--- src/rtl/flex_stp_pkg.sv ---
// Shared types and helpers for the flex_stp deserializer: holding-register state,
// beat-count arithmetic and the even-parity check used when FLEX_STP_PARITY_EN is defined.
package flex_stp_pkg;

  typedef enum logic {HOLD_EMPTY, HOLD_FULL} hold_state_e;

  // Widest word the parity helper can cover.
  localparam int unsigned PAR_MAX_BITS = 64;

  function automatic int unsigned calc_beats(input int unsigned num_bits,
                                             input int unsigned num_lanes);
    return num_bits / num_lanes;
  endfunction

  // Returns 1 when word plus parity bit has odd weight, i.e. even parity is violated.
  function automatic logic word_parity(input logic [PAR_MAX_BITS-1:0] word,
                                       input logic                    pbit);
    return (^word) ^ pbit;
  endfunction

endpackage

--- src/rtl/flex_stp_beat_ctr.sv ---
// Wrap counter 0..MODULUS-1 with synchronous clear (priority over enable),
// enable, and a terminal-count flag that is high while the count sits at MODULUS-1.
module flex_stp_beat_ctr #(
  parameter int unsigned MODULUS = 8,
  parameter int unsigned WIDTH   = 4
) (
  input  logic             clk,
  input  logic             n_rst,
  input  logic             clear_i,
  input  logic             en_i,
  output logic [WIDTH-1:0] count_o,
  output logic             tc_o
);

  localparam logic [WIDTH-1:0] LAST = WIDTH'(MODULUS - 1);

  logic [WIDTH-1:0] count_q, count_d;

  assign tc_o    = (count_q == LAST);
  assign count_o = count_q;

  always_comb begin
    count_d = count_q;
    if (clear_i) begin
      count_d = '0;
    end else if (en_i) begin
      count_d = tc_o ? '0 : count_q + 1'b1;
    end
  end

  always_ff @(posedge clk or negedge n_rst) begin
    if (!n_rst) begin
      count_q <= '0;
    end else begin
      count_q <= count_d;
    end
  end

endmodule

--- src/rtl/flex_stp_deser.sv ---
// Multi-lane serial-to-parallel deserializer with word framing, one-word holding register
// and valid/ready output. FLEX_STP_PARITY_EN adds a trailing parity beat and parity_err.
module flex_stp_deser
  import flex_stp_pkg::*;
#(
  parameter int unsigned NUM_BITS  = 8,
  parameter int unsigned NUM_LANES = 1,
  parameter bit          SHIFT_MSB = 1'b1
) (
  input  logic                 clk,
  input  logic                 n_rst,
  input  logic                 clear,
  input  logic                 shift_enable,
  input  logic [NUM_LANES-1:0] serial_in,
  input  logic                 word_ready,
  output logic [NUM_BITS-1:0]  parallel_out,
  output logic                 word_valid,
  output logic                 overrun,
  output logic [$clog2(calc_beats(NUM_BITS, NUM_LANES)+1)-1:0] beat_count
`ifdef FLEX_STP_PARITY_EN
  ,
  output logic                 parity_err
`endif
);

  localparam int unsigned BEATS = calc_beats(NUM_BITS, NUM_LANES);
  localparam int unsigned CNT_W = $clog2(BEATS + 1);
`ifdef FLEX_STP_PARITY_EN
  localparam int unsigned MODULUS = BEATS + 1;
`else
  localparam int unsigned MODULUS = BEATS;
`endif

  generate
    if ((NUM_BITS % NUM_LANES) != 0 || NUM_BITS < 2) begin : g_bad_params
      $error("flex_stp_deser: NUM_BITS must be >= 2 and a multiple of NUM_LANES");
    end
`ifdef FLEX_STP_PARITY_EN
    if (NUM_BITS > PAR_MAX_BITS) begin : g_bad_parity_width
      $error("flex_stp_deser: NUM_BITS exceeds parity helper width");
    end
`endif
  endgenerate

  logic [NUM_BITS-1:0] sr_q, sr_d, sr_shifted;
  logic [NUM_BITS-1:0] pout_q, pout_d;
  logic                ovr_q, ovr_d;
  hold_state_e         state_q, state_d;
  logic                cnt_tc;
  logic                beat_ok;
  logic                data_beat;
  logic                complete;
  logic [NUM_BITS-1:0] new_word;
`ifdef FLEX_STP_PARITY_EN
  logic                perr_q, perr_d;
  logic                new_perr;
`endif

  generate
    if (BEATS == 1) begin : g_one_beat
      assign sr_shifted = serial_in;
    end else if (SHIFT_MSB) begin : g_shift_msb
      assign sr_shifted = {sr_q[NUM_BITS-NUM_LANES-1:0], serial_in};
    end else begin : g_shift_lsb
      assign sr_shifted = {serial_in, sr_q[NUM_BITS-1:NUM_LANES]};
    end
  endgenerate

  flex_stp_beat_ctr #(
    .MODULUS (MODULUS),
    .WIDTH   (CNT_W)
  ) u_beat_ctr (
    .clk     (clk),
    .n_rst   (n_rst),
    .clear_i (clear),
    .en_i    (shift_enable),
    .count_o (beat_count),
    .tc_o    (cnt_tc)
  );

  assign beat_ok = shift_enable && !clear;

`ifdef FLEX_STP_PARITY_EN
  // The terminal beat carries parity only; the word is already fully shifted in.
  assign data_beat = beat_ok && !cnt_tc;
  assign complete  = beat_ok && cnt_tc;
  assign new_word  = sr_q;
  assign new_perr  = word_parity(PAR_MAX_BITS'(sr_q), serial_in[0]);
`else
  assign data_beat = beat_ok;
  assign complete  = beat_ok && cnt_tc;
  assign new_word  = sr_shifted;
`endif

  always_comb begin
    sr_d = sr_q;
    if (clear) begin
      sr_d = '1;
    end else if (data_beat) begin
      sr_d = sr_shifted;
    end
  end

  always_comb begin
    state_d = state_q;
    pout_d  = pout_q;
    ovr_d   = ovr_q;
`ifdef FLEX_STP_PARITY_EN
    perr_d  = perr_q;
`endif
    if (clear) begin
      state_d = HOLD_EMPTY;
      ovr_d   = 1'b0;
    end else begin
      case (state_q)
        HOLD_EMPTY: begin
          if (complete) begin
            state_d = HOLD_FULL;
            pout_d  = new_word;
`ifdef FLEX_STP_PARITY_EN
            perr_d  = new_perr;
`endif
          end
        end
        HOLD_FULL: begin
          if (complete && word_ready) begin
            pout_d = new_word;
`ifdef FLEX_STP_PARITY_EN
            perr_d = new_perr;
`endif
          end else if (complete) begin
            // Consumer stalled: keep the held word, drop the new one.
            ovr_d = 1'b1;
          end else if (word_ready) begin
            state_d = HOLD_EMPTY;
          end
        end
        default: state_d = HOLD_EMPTY;
      endcase
    end
  end

  always_ff @(posedge clk or negedge n_rst) begin
    if (!n_rst) begin
      sr_q    <= '1;
      pout_q  <= '1;
      ovr_q   <= 1'b0;
      state_q <= HOLD_EMPTY;
`ifdef FLEX_STP_PARITY_EN
      perr_q  <= 1'b0;
`endif
    end else begin
      sr_q    <= sr_d;
      pout_q  <= pout_d;
      ovr_q   <= ovr_d;
      state_q <= state_d;
`ifdef FLEX_STP_PARITY_EN
      perr_q  <= perr_d;
`endif
    end
  end

  assign parallel_out = pout_q;
  assign word_valid   = (state_q == HOLD_FULL);
  assign overrun      = ovr_q;
`ifdef FLEX_STP_PARITY_EN
  assign parity_err   = perr_q;
`endif

endmodule
--- config.mk ---
export PLATFORM = sky130hd
export DESIGN_NAME = flex_stp_deser
export DESIGN_NICKNAME = d
export VERILOG_FILES = /design/src/rtl/flex_stp_pkg.sv /design/src/rtl/flex_stp_beat_ctr.sv /design/src/rtl/flex_stp_deser.sv
export SDC_FILE = /design/constraint.sdc
export NUM_CORES = 1
export LEC_CHECK = 0
export BUFFER_PORTS_ARGS = -buffer_cell sky130_fd_sc_hd__buf_2
export CAP_MARGIN = 0
export CORE_MARGIN = 10
export CORE_UTILIZATION = 25
export CTS_BUF_LIST = sky130_fd_sc_hd__clkbuf_8
export DETAILED_ROUTE_END_ITERATION = 10
export GPL_TIMING_DRIVEN = 1
export PLACE_DENSITY = 0.41
export SLEW_MARGIN = 30
export SYNTH_ARGS = -nofsm -noshare
export SYNTH_HDL_FRONTEND = slang
export SYNTH_SLANG_ARGS = --single-unit
--- constraint.sdc ---
create_clock -name clk -period 2.7 [get_ports clk]
set_clock_uncertainty 0.2 [all_clocks]
set_input_delay 0.135 -clock clk [delete_from_list [all_inputs] [get_ports clk]]
set_output_delay 0.135 -clock clk [all_outputs]
set_load 0.02 [all_outputs]
* Word level (Yosys, flattened, before mapping)
Index checks and enable logic that the tools add are counted.
** Storage, ports and cells
- Logic and storage cells :: 40
- Input bits :: 6
- Register bits :: 21
- Output and inout port bits :: 14
** Operators by class
- Reductions and logical operators :: 10
- Bitwise operators :: 2
- Eq/ne operators :: 4
- Multiplexer cells :: 18
- Add/subtract/negate cells :: 1
** Operators by type and width (count)
- two-way mux 8 bit :: 2
- one-hot mux 8 bit (2 select lines) :: 1
- two-way mux 7 bit :: 2
- two-way mux 4 bit :: 3
- two-way mux 1 bit :: 9
- nonzero test 2 bit :: 4
- AND reduction 3 bit :: 2
- adder 4 x 1 -> 4 bit (second input constant) :: 1
- equality test 4 x 3 -> 1 bit (second input constant) :: 1
- != test 2 bit (second input constant) :: 2
- logical AND 1 bit :: 3
- != test 2 x 1 -> 1 bit (second input constant) :: 1
- NOT 1 bit :: 2
- one-hot mux 1 bit (2 select lines) :: 1
- zero test 1 bit :: 1

* Logic depth before layout (Yosys ltp)
Gate-level depths: netlist (run 1).
- Depth after elaboration :: 7
- Depth in mapped cells :: 5
- Gate-level depth less buffers :: 4

* Modules after synthesis
From an unflattened synthesis (run 1), not the netlist that was laid out.
** Unflattened totals
- Cell total of the unflattened synthesis :: 67
- Area total of the unflattened synthesis :: 912.1 µm²
** By module, submodules not included
- flex_stp_deser :: area an instance 699.4 µm², seq. area each 444.2 µm², instances 1, cells an instance 48
- flex_stp_beat_ctr :: area an instance 212.7 µm², seq. area each 100.1 µm², instances 1, cells an instance 19

* Worst setup path after synthesis (run 1)
OpenSTA, ideal clock, no wires.
- Path kind :: register to register
- From :: reg u_beat_ctr.count_q[3], in the netlist u_beat_ctr.count_o[3]
- To :: reg pout_q[0], in the netlist parallel_out[0]
- Buffers on the path :: 0
- Library setup time :: 0.082 ns
- Data required time :: 2.418 ns
- Data arrival time :: 1.220 ns
- Setup slack :: 1.198 ns
- Period minus slack after synthesis :: 1.502 ns
- Stages on the path, launching flop included :: 4
- Cells stage by stage :: dfrtp_1 and4bb_4 nand3_4 mux2_2
** On the way
- Word-level cells in the longest chain between the ends :: 5
- Elaborated cells between the ends (all ways) :: 6
- Those cells by class :: eq/ne: 3; reduce/logical: 3
** Ends and longest elaborated chain
- start: declaration :: RTL line flex_stp_beat_ctr.sv:17 : logic [WIDTH-1:0] count_q, count_d;
- start signal: assignment :: RTL line flex_stp_beat_ctr.sv:35 : count_q <= count_d;
- equality test 4 x 3 -> 1 bit (*) :: RTL line flex_stp_beat_ctr.sv:19 : assign tc_o = (count_q == LAST);
- logical AND 1 bit (*) :: RTL line flex_stp_deser.sv:91 : assign complete = beat_ok && cnt_tc;
- logical AND 1 bit :: RTL line flex_stp_deser.sv:126 : if (complete && word_ready) begin
- != test 2 x 1 -> 1 bit (no source line)
- AND reduction 3 bit (no source line) (*)
- end signal: assignment :: RTL line flex_stp_deser.sv:154 : pout_q <= pout_d;
- end: declaration :: RTL line flex_stp_deser.sv:46 : logic [NUM_BITS-1:0] pout_q, pout_d;
Mark *: on every way between the ends. The rest lies on a longest branch, timed or not.
A chain may end at the register's enable or synchronous reset.

* Worst setup path after layout (run 1)
- From :: reg u_beat_ctr.count_q[3], in the netlist u_beat_ctr.count_o[3]
- To :: reg pout_q[1], in the netlist parallel_out[1]
The elaborated chain is that of the path after synthesis.

==> qor.csv, run 1 <==
stage,metric,value,unit
setup_path,slowest_delay,0.40,ns
power_and_ir_drop,p_switching,0.000137,W
setup_path,crit_type,reg2reg,
cells_and_area,postLayoutCellArea,0.00110,mm^2
timing,rsz0062_at_grt,no,
timing,hold_violations,0,
run,max_cap_viol_count,0,
cells_and_area,final_cell_mix,"buf_2, dfstp_2, mux2_2",
cells_and_area,final_common_cell,buf_2,
cts,ctsResizeCount,0,
setup_path,r2r-end,parallel_out[1]$_DFFE_PN1P_,
cells_and_area,regArea,544,um^2
power_and_ir_drop,fin_total_pwr,0.000593,W
timing,finalMaxSlewViolations,0,
timing,period_minus_slack,1.48,ns
die,fp.dieW,79.9,um
detailed_routing,post_drt_wl_per_cell,13.5,um
setup_path,r2r_cells,3,
outcome,run_status,"complete, no violations",
cts,clk_path_buf_depth,2,
timing,setup_tns,0,ns
cts,clk_pin_slew,0.08,ns
grt,grt_pass1_vias,630,
logic_synthesis,syn_inst,65,
cts,cts_sinks,21,
timing,period_share,0.548,
cells_and_area,n_fill_cell,352,
logic_synthesis,synth_flop_cell,dfstp_2,
detailed_routing,vias_per_cell,4.31,
logic_synthesis,synth_fa_ha_area_frac,0.0139,
grt,antenna_found_initial,0,
logic_synthesis,synth-edff-count,0,
cts,root_buffer,clkbuf_8,
min_path,min_from,clear,
placement,placed_area,0.00103,mm^2
logic_synthesis,yosysSeqAreaShare,0.607,
grt,gr-usage-all-layers,0.0608,
cells_and_area,drive_gt1_frac,0.552,
setup_path,crit_slowest_cell,dfrtp_1,
logic_synthesis,syn_avg_cell_area,13.8,um^2
logic_synthesis,synth.distinct_cells,24,
timing,tightest_slew,0.476,ns
setup_path,critPathRequiredTime,2.69,ns
placement,place_congestion,0.702,
min_path,hold_depth,2,
logic_synthesis,synth_top_area_share,0.439,
cells_and_area,n_antenna_cell,0,
cts,post_cts_buffers,0,
logic_synthesis,synth_mux_area_frac,0.112,
logic_synthesis,synth_top_family_by_area,simple AND/OR/NAND/NOR gates,
die,rows,21,
logic_synthesis,yosys.area_share.xor_xnor,0.0195,
setup_path,timing.rr.start,u_beat_ctr.count_o[3]$_DFFE_PN0P_,
grt,overflow,0,
power_and_ir_drop,power.density,540,mW/mm^2
setup_path,crit_path_end_kind,register,
power_and_ir_drop,worst_ir_drop_vdd,0.150,mV
grt,grt_max_degree,22,
cells_and_area,multi_input_area,333,um^2
power_and_ir_drop,power.switching_fraction,0.232,
cells_and_area,fin_nets,95,
detailed_routing,firstDrtPassIters,3,
cts,clock_latency,0.26,ns
detailed_routing,drt_iter0_drc,26,
die,pin_count,20,
die,coreArea,0.00339,mm^2
detailed_routing,wl,1800,um
placement,port_buffers,19,
setup_path,crit_chain,"and4bb_4, nand3_4, mux2_2",
detailed_routing,drc_errors,0,
logic_synthesis,synth_compound_area_frac,0.0865,
die,start_util,0.265,
logic_synthesis,synth_simple_gate_area_frac,0.139,
cells_and_area,syn2layout_area_growth,22.6,%
logic_synthesis,ys.warnings.count,0,
power_and_ir_drop,internal_power,0.000456,W
placement,dp_hpwl,1280,um
min_path,worstHoldPathType,in2reg,
power_and_ir_drop,pwr-share-seq,0.573,
setup_path,regToRegSetupSlack,1.22,ns
power_and_ir_drop,clock_power_share,0.343,
detailed_routing,route.vias.total,573,
power_and_ir_drop,p_leak,0.507,nW
cts,cts_inserted_buffers,3,
die,die_y,79.9,um
logic_synthesis,synth_top_area_cell,dfstp_2,
logic_synthesis,syn_area,897,um^2
detailed_routing,ant_nets,0,
logic_synthesis,synth-seq-cells,21,
timing,timing.fmax,0.675,GHz
logic_synthesis,synth_nets,72,
setup_path,critPathLaunchType,register,
setup_path,cp_max_fo,8,
cts,tritoncts,built,
grt,grt_pass1_wl,3020,um
timing,relSlewSlack,0.683,
cts,htree_levels,1,
power_and_ir_drop,p_comb_frac,0.084,
die,die_area,0.00638,mm^2
timing,setup_violations,0,
setup_path,critical_path_arrival,1.47,ns
logic_synthesis,async_reset_ff_frac,1.00,
logic_synthesis,synth_area_leaders,"dfstp_2, dfrtp_1, mux2_2",
min_path,hold_end,u_beat_ctr.count_o[1]$_DFFE_PN0P_,
-- final cells by class --
type / instances / share of cell area
Tap cell: 46 / 0.0523
Inverter: 1 / 0.00341
Sequential cell: 21 / 0.495
Timing Repair Buffer: 21 / 0.105
Clock buffer: 3 / 0.0375
Clock inverter: 1 / 0.00455
Multi-Input combinational cell: 40 / 0.303
-- state kept, by name, summed over array words and instances, names as in the netlist --
name	flops
parallel_out	8
sr_q	7
u_beat_ctr.count_o	4
overrun	1
word_valid	1
-- critical path: cells and delay by family, from the launching register on --
family | cells | cell delay [ns]
and+or+nand+nor | 2 | 0.50
DFF | 1 | 0.40
muxes | 1 | 0.31
-- metrics by stage --
step	setup slack [ns]	util	std cells	hold WS (ns)
2_1_floorplan	1.20	-	65	-0.361
3_3_place_gp	1.23	0.305	127	-0.0782
3_5_place_dp	1.21	0.305	127	-0.0747
4_1_cts	1.20	0.324	133	0.0286
5_1_grt	1.15	0.324	133	0.0571
6_report	1.22	0.324	133	0.0216
-- how the worst max path moves through the flow --
stage,startpoint,end,cells past startpoint,slack [ns]
global placement,u_beat_ctr.count_o[3]$_DFFE_PN0P_,parallel_out[0]$_DFFE_PN1P_,3,1.23
finish,u_beat_ctr.count_o[3]$_DFFE_PN0P_,parallel_out[1]$_DFFE_PN1P_,3,1.22
CTS,u_beat_ctr.count_o[0]$_DFFE_PN0P_,parallel_out[1]$_DFFE_PN1P_,3,1.20
global route,u_beat_ctr.count_o[0]$_DFFE_PN0P_,u_beat_ctr.count_o[3]$_DFFE_PN0P_,3,1.15
detailed placement,shift_enable,parallel_out[1]$_DFFE_PN1P_,4,1.21
floorplan,u_beat_ctr.count_o[3]$_DFFE_PN0P_,parallel_out[0]$_DFFE_PN1P_,3,1.20
-- cell families after synthesis --
family | after synthesis
xor gates and xnor gates | 2
adders and majority gates | 1
and+or+nand+nor | 18
DFF | 21
muxes | 9
AOI/OAI and AO/OA | 10
buffers and inverters | 4
-- power groups by stage --
stage | logic (W) | clock network (W) | registers (W)
after global placement | 0.0000488 | 0 | 0.000346
after floorplan | 0.0000264 | 0 | 0.000348
after CTS | 0.0000518 | 0.000218 | 0.000341
final | 0.0000497 | 0.000204 | 0.000340
after global routing | 0.0000573 | 0.000232 | 0.000343
after detailed placement | 0.0000493 | 0 | 0.000346
-- repair_timing --
item | CTS | global route
hold endpoints to repair | 23 | 0
hold buffers | 2 | 0
endpoints found under the setup margin | 0 | 0
-- Yosys cell counts, drive strengths merged, types with 2 or more instances --
master and count:
dfstp 15, buf 2, mux2 8, a211o 7, nor2b 2, dfrtp 6
nand2 3, and2b 5, nor2 3
-- per-layer routing --
layer	GRT usage	vias up	share of wire	wire (um)
li1	-	271	-	-
met1	0.0696	288	0.47	854
met3	0.0259	2	0.067	120
met4	0.0317	0	0.0067	12
met5	0	-	0	0
met2	0.0939	12	0.45	811
(Power assumes the default switching activity.)
==> run 2, diff against run 1 <==
PLACE_DENSITY = 0.42   (was 0.41)
clock period = 1.2 ns   (was 2.7 ns; I/O delays follow)
==> qor.csv, run 2 (synthesis results as in run 1) <==
stage,metric,value,unit
power_and_ir_drop,p_leak,0.553,nW
setup_path,r2r_cells,3,
cts,tritoncts,built,
grt,antenna_found_initial,0,
cells_and_area,n_antenna_cell,0,
cts,root_buffer,clkbuf_8,
setup_path,crit_path_end_kind,register,
die,rows,21,
cells_and_area,regArea,549,um^2
cts,clk_path_buf_depth,2,
cts,cts_sinks,21,
grt,overflow,0,
detailed_routing,ant_nets,0,
detailed_routing,wl,1890,um
timing,finalMaxSlewViolations,0,
die,die_y,79.9,um
timing,tightest_slew,0.472,ns
run,max_cap_viol_count,0,
setup_path,crit_type,reg2reg,
grt,grt_pass1_wl,3300,um
min_path,worstHoldPathType,in2reg,
placement,dp_slack,-0.241,ns
timing,period_share,1.19,
timing,setup_violations,11,
cells_and_area,multi_input_area,352,um^2
timing,timing.fmax,0.700,GHz
cells_and_area,syn2layout_area_growth,41.7,%
placement,place_congestion,0.717,
setup_path,cp_max_fo,8,
cts,clk_pin_slew,0.07,ns
outcome,run_status,"complete, but fails checks",
detailed_routing,route.vias.total,603,
die,pin_count,20,
grt,gr-usage-all-layers,0.0649,
grt,grt_max_degree,22,
outcome,violations,"negative hold slack, negative setup slack",
detailed_routing,drt_iter0_drc,24,
detailed_routing,post_drt_wl_per_cell,13.3,um
cells_and_area,fin_nets,104,
die,start_util,0.265,
setup_path,crit_chain,"and4bb_4, nand3_4, mux2_2",
timing,relSlewSlack,0.685,
placement,port_buffers,19,
timing,period_minus_slack,1.43,ns
die,fp.dieW,79.9,um
timing,setup_tns,-2.03,ns
placement,dp_hpwl,1350,um
cts,htree_levels,1,
cells_and_area,n_fill_cell,337,
cells_and_area,drive_gt1_frac,0.635,
power_and_ir_drop,power.density,1080,mW/mm^2
detailed_routing,drc_errors,0,
cells_and_area,largest_reg_flops,8,
min_path,hold_depth,3,
timing,hold_violations,1,
setup_path,crit_slowest_cell,dfrtp_2,
cells_and_area,final_cell_mix,"dfstp_2, buf_6, mux2_2, buf_2, a211o_1",
cts,clock_latency,0.26,ns
timing,setup_slack,-0.228,ns
power_and_ir_drop,worst_ir_drop_vdd,0.393,mV
setup_path,critical_path_arrival,1.42,ns
die,coreArea,0.00339,mm^2
timing,rsz0062_at_grt,yes,
cts,cts_inserted_buffers,3,
grt,grt_pass1_vias,691,
setup_path,slowest_delay,0.40,ns
detailed_routing,vias_per_cell,4.25,
detailed_routing,firstDrtPassIters,4,
timing,holdWs,-0.00142,ns
cells_and_area,final_common_cell,dfstp_2,
setup_path,critPathLaunchType,register,
die,die_area,0.00638,mm^2
setup_path,critPathRequiredTime,1.19,ns
## run 2: repair_timing
action / 4_1_cts / 5_1_grt
hold endpoints to repair: 25 / 0
resized for setup: 17 / 8
pin swaps: 3 / 2
setup endpoints to repair: 20 / 24
hold buffers: 4 / 0
buffers inserted: 1 / 0
## run 2: final timing paths
| path | from | endpoint | slack [ns] |
|---|---|---|---|
| worst max-delay path | u_beat_ctr.count_o[3]$_DFFE_PN0P_ | parallel_out[1]$_DFFE_PN1P_ | -0.23 |
| worst min-delay path | word_ready | overrun$_DFFE_PN0P_ | -0.001 |
| worst max register to register | u_beat_ctr.count_o[3]$_DFFE_PN0P_ | parallel_out[1]$_DFFE_PN1P_ | -0.23 |
| worst min register to register | overrun$_DFFE_PN0P_ | overrun$_DFFE_PN0P_ | 0.33 |
| max in group asynchronous | n_rst | sr_q[0]$_DFFE_PN1P_ | 0.37 |
| min in group asynchronous | n_rst | overrun$_DFFE_PN0P_ | 0.09 |
## run 2: layout make-up
class	instances	area share
Clock buffer	3	0.0325
Clock inverter	1	0.00295
Inverter	1	0.00295
Multi-Input combinational cell	40	0.277
Sequential cell	21	0.432
Tap cell	46	0.0453
Timing Repair Buffer	30	0.208
## run 2: metrics by stage
step	power, W	cells	util	instance area, um^2
after floorplan	0.000851	65	-	917
after global placement	0.000913	133	0.324	1100
after detailed placement	0.000917	133	0.324	1100
after CTS	0.00140	142	0.366	1240
after global routing	0.00146	142	0.375	1270
final	0.00138	142	0.375	1270
## run 2: worst max-delay path, delay by kind of cell (launching register included)
family / cells / cell delay [ns]
and+or+nand+nor: 2 / 0.46
DFF: 1 / 0.40
muxes: 1 / 0.30
## run 2: power by group
| group | internal, W | total [W] | switching [W] |
|---|---|---|---|
| sequential | 0.000747 | 0.000768 | 0.0000208 |
| clock | 0.000228 | 0.000452 | 0.000224 |
| combinational | 0.0000859 | 0.000159 | 0.0000731 |
## run 2: routing by layer
layer | GRT usage | routed length [um] | vias to the layer above | share of wire
met4 | 0.0317 | 29 | 0 | 0.015
met1 | 0.0775 | 879 | 293 | 0.46
met2 | 0.0947 | 813 | 18 | 0.43
met3 | 0.0315 | 171 | 4 | 0.090
met5 | 0 | 0 | - | 0
li1 | - | - | 288 | -
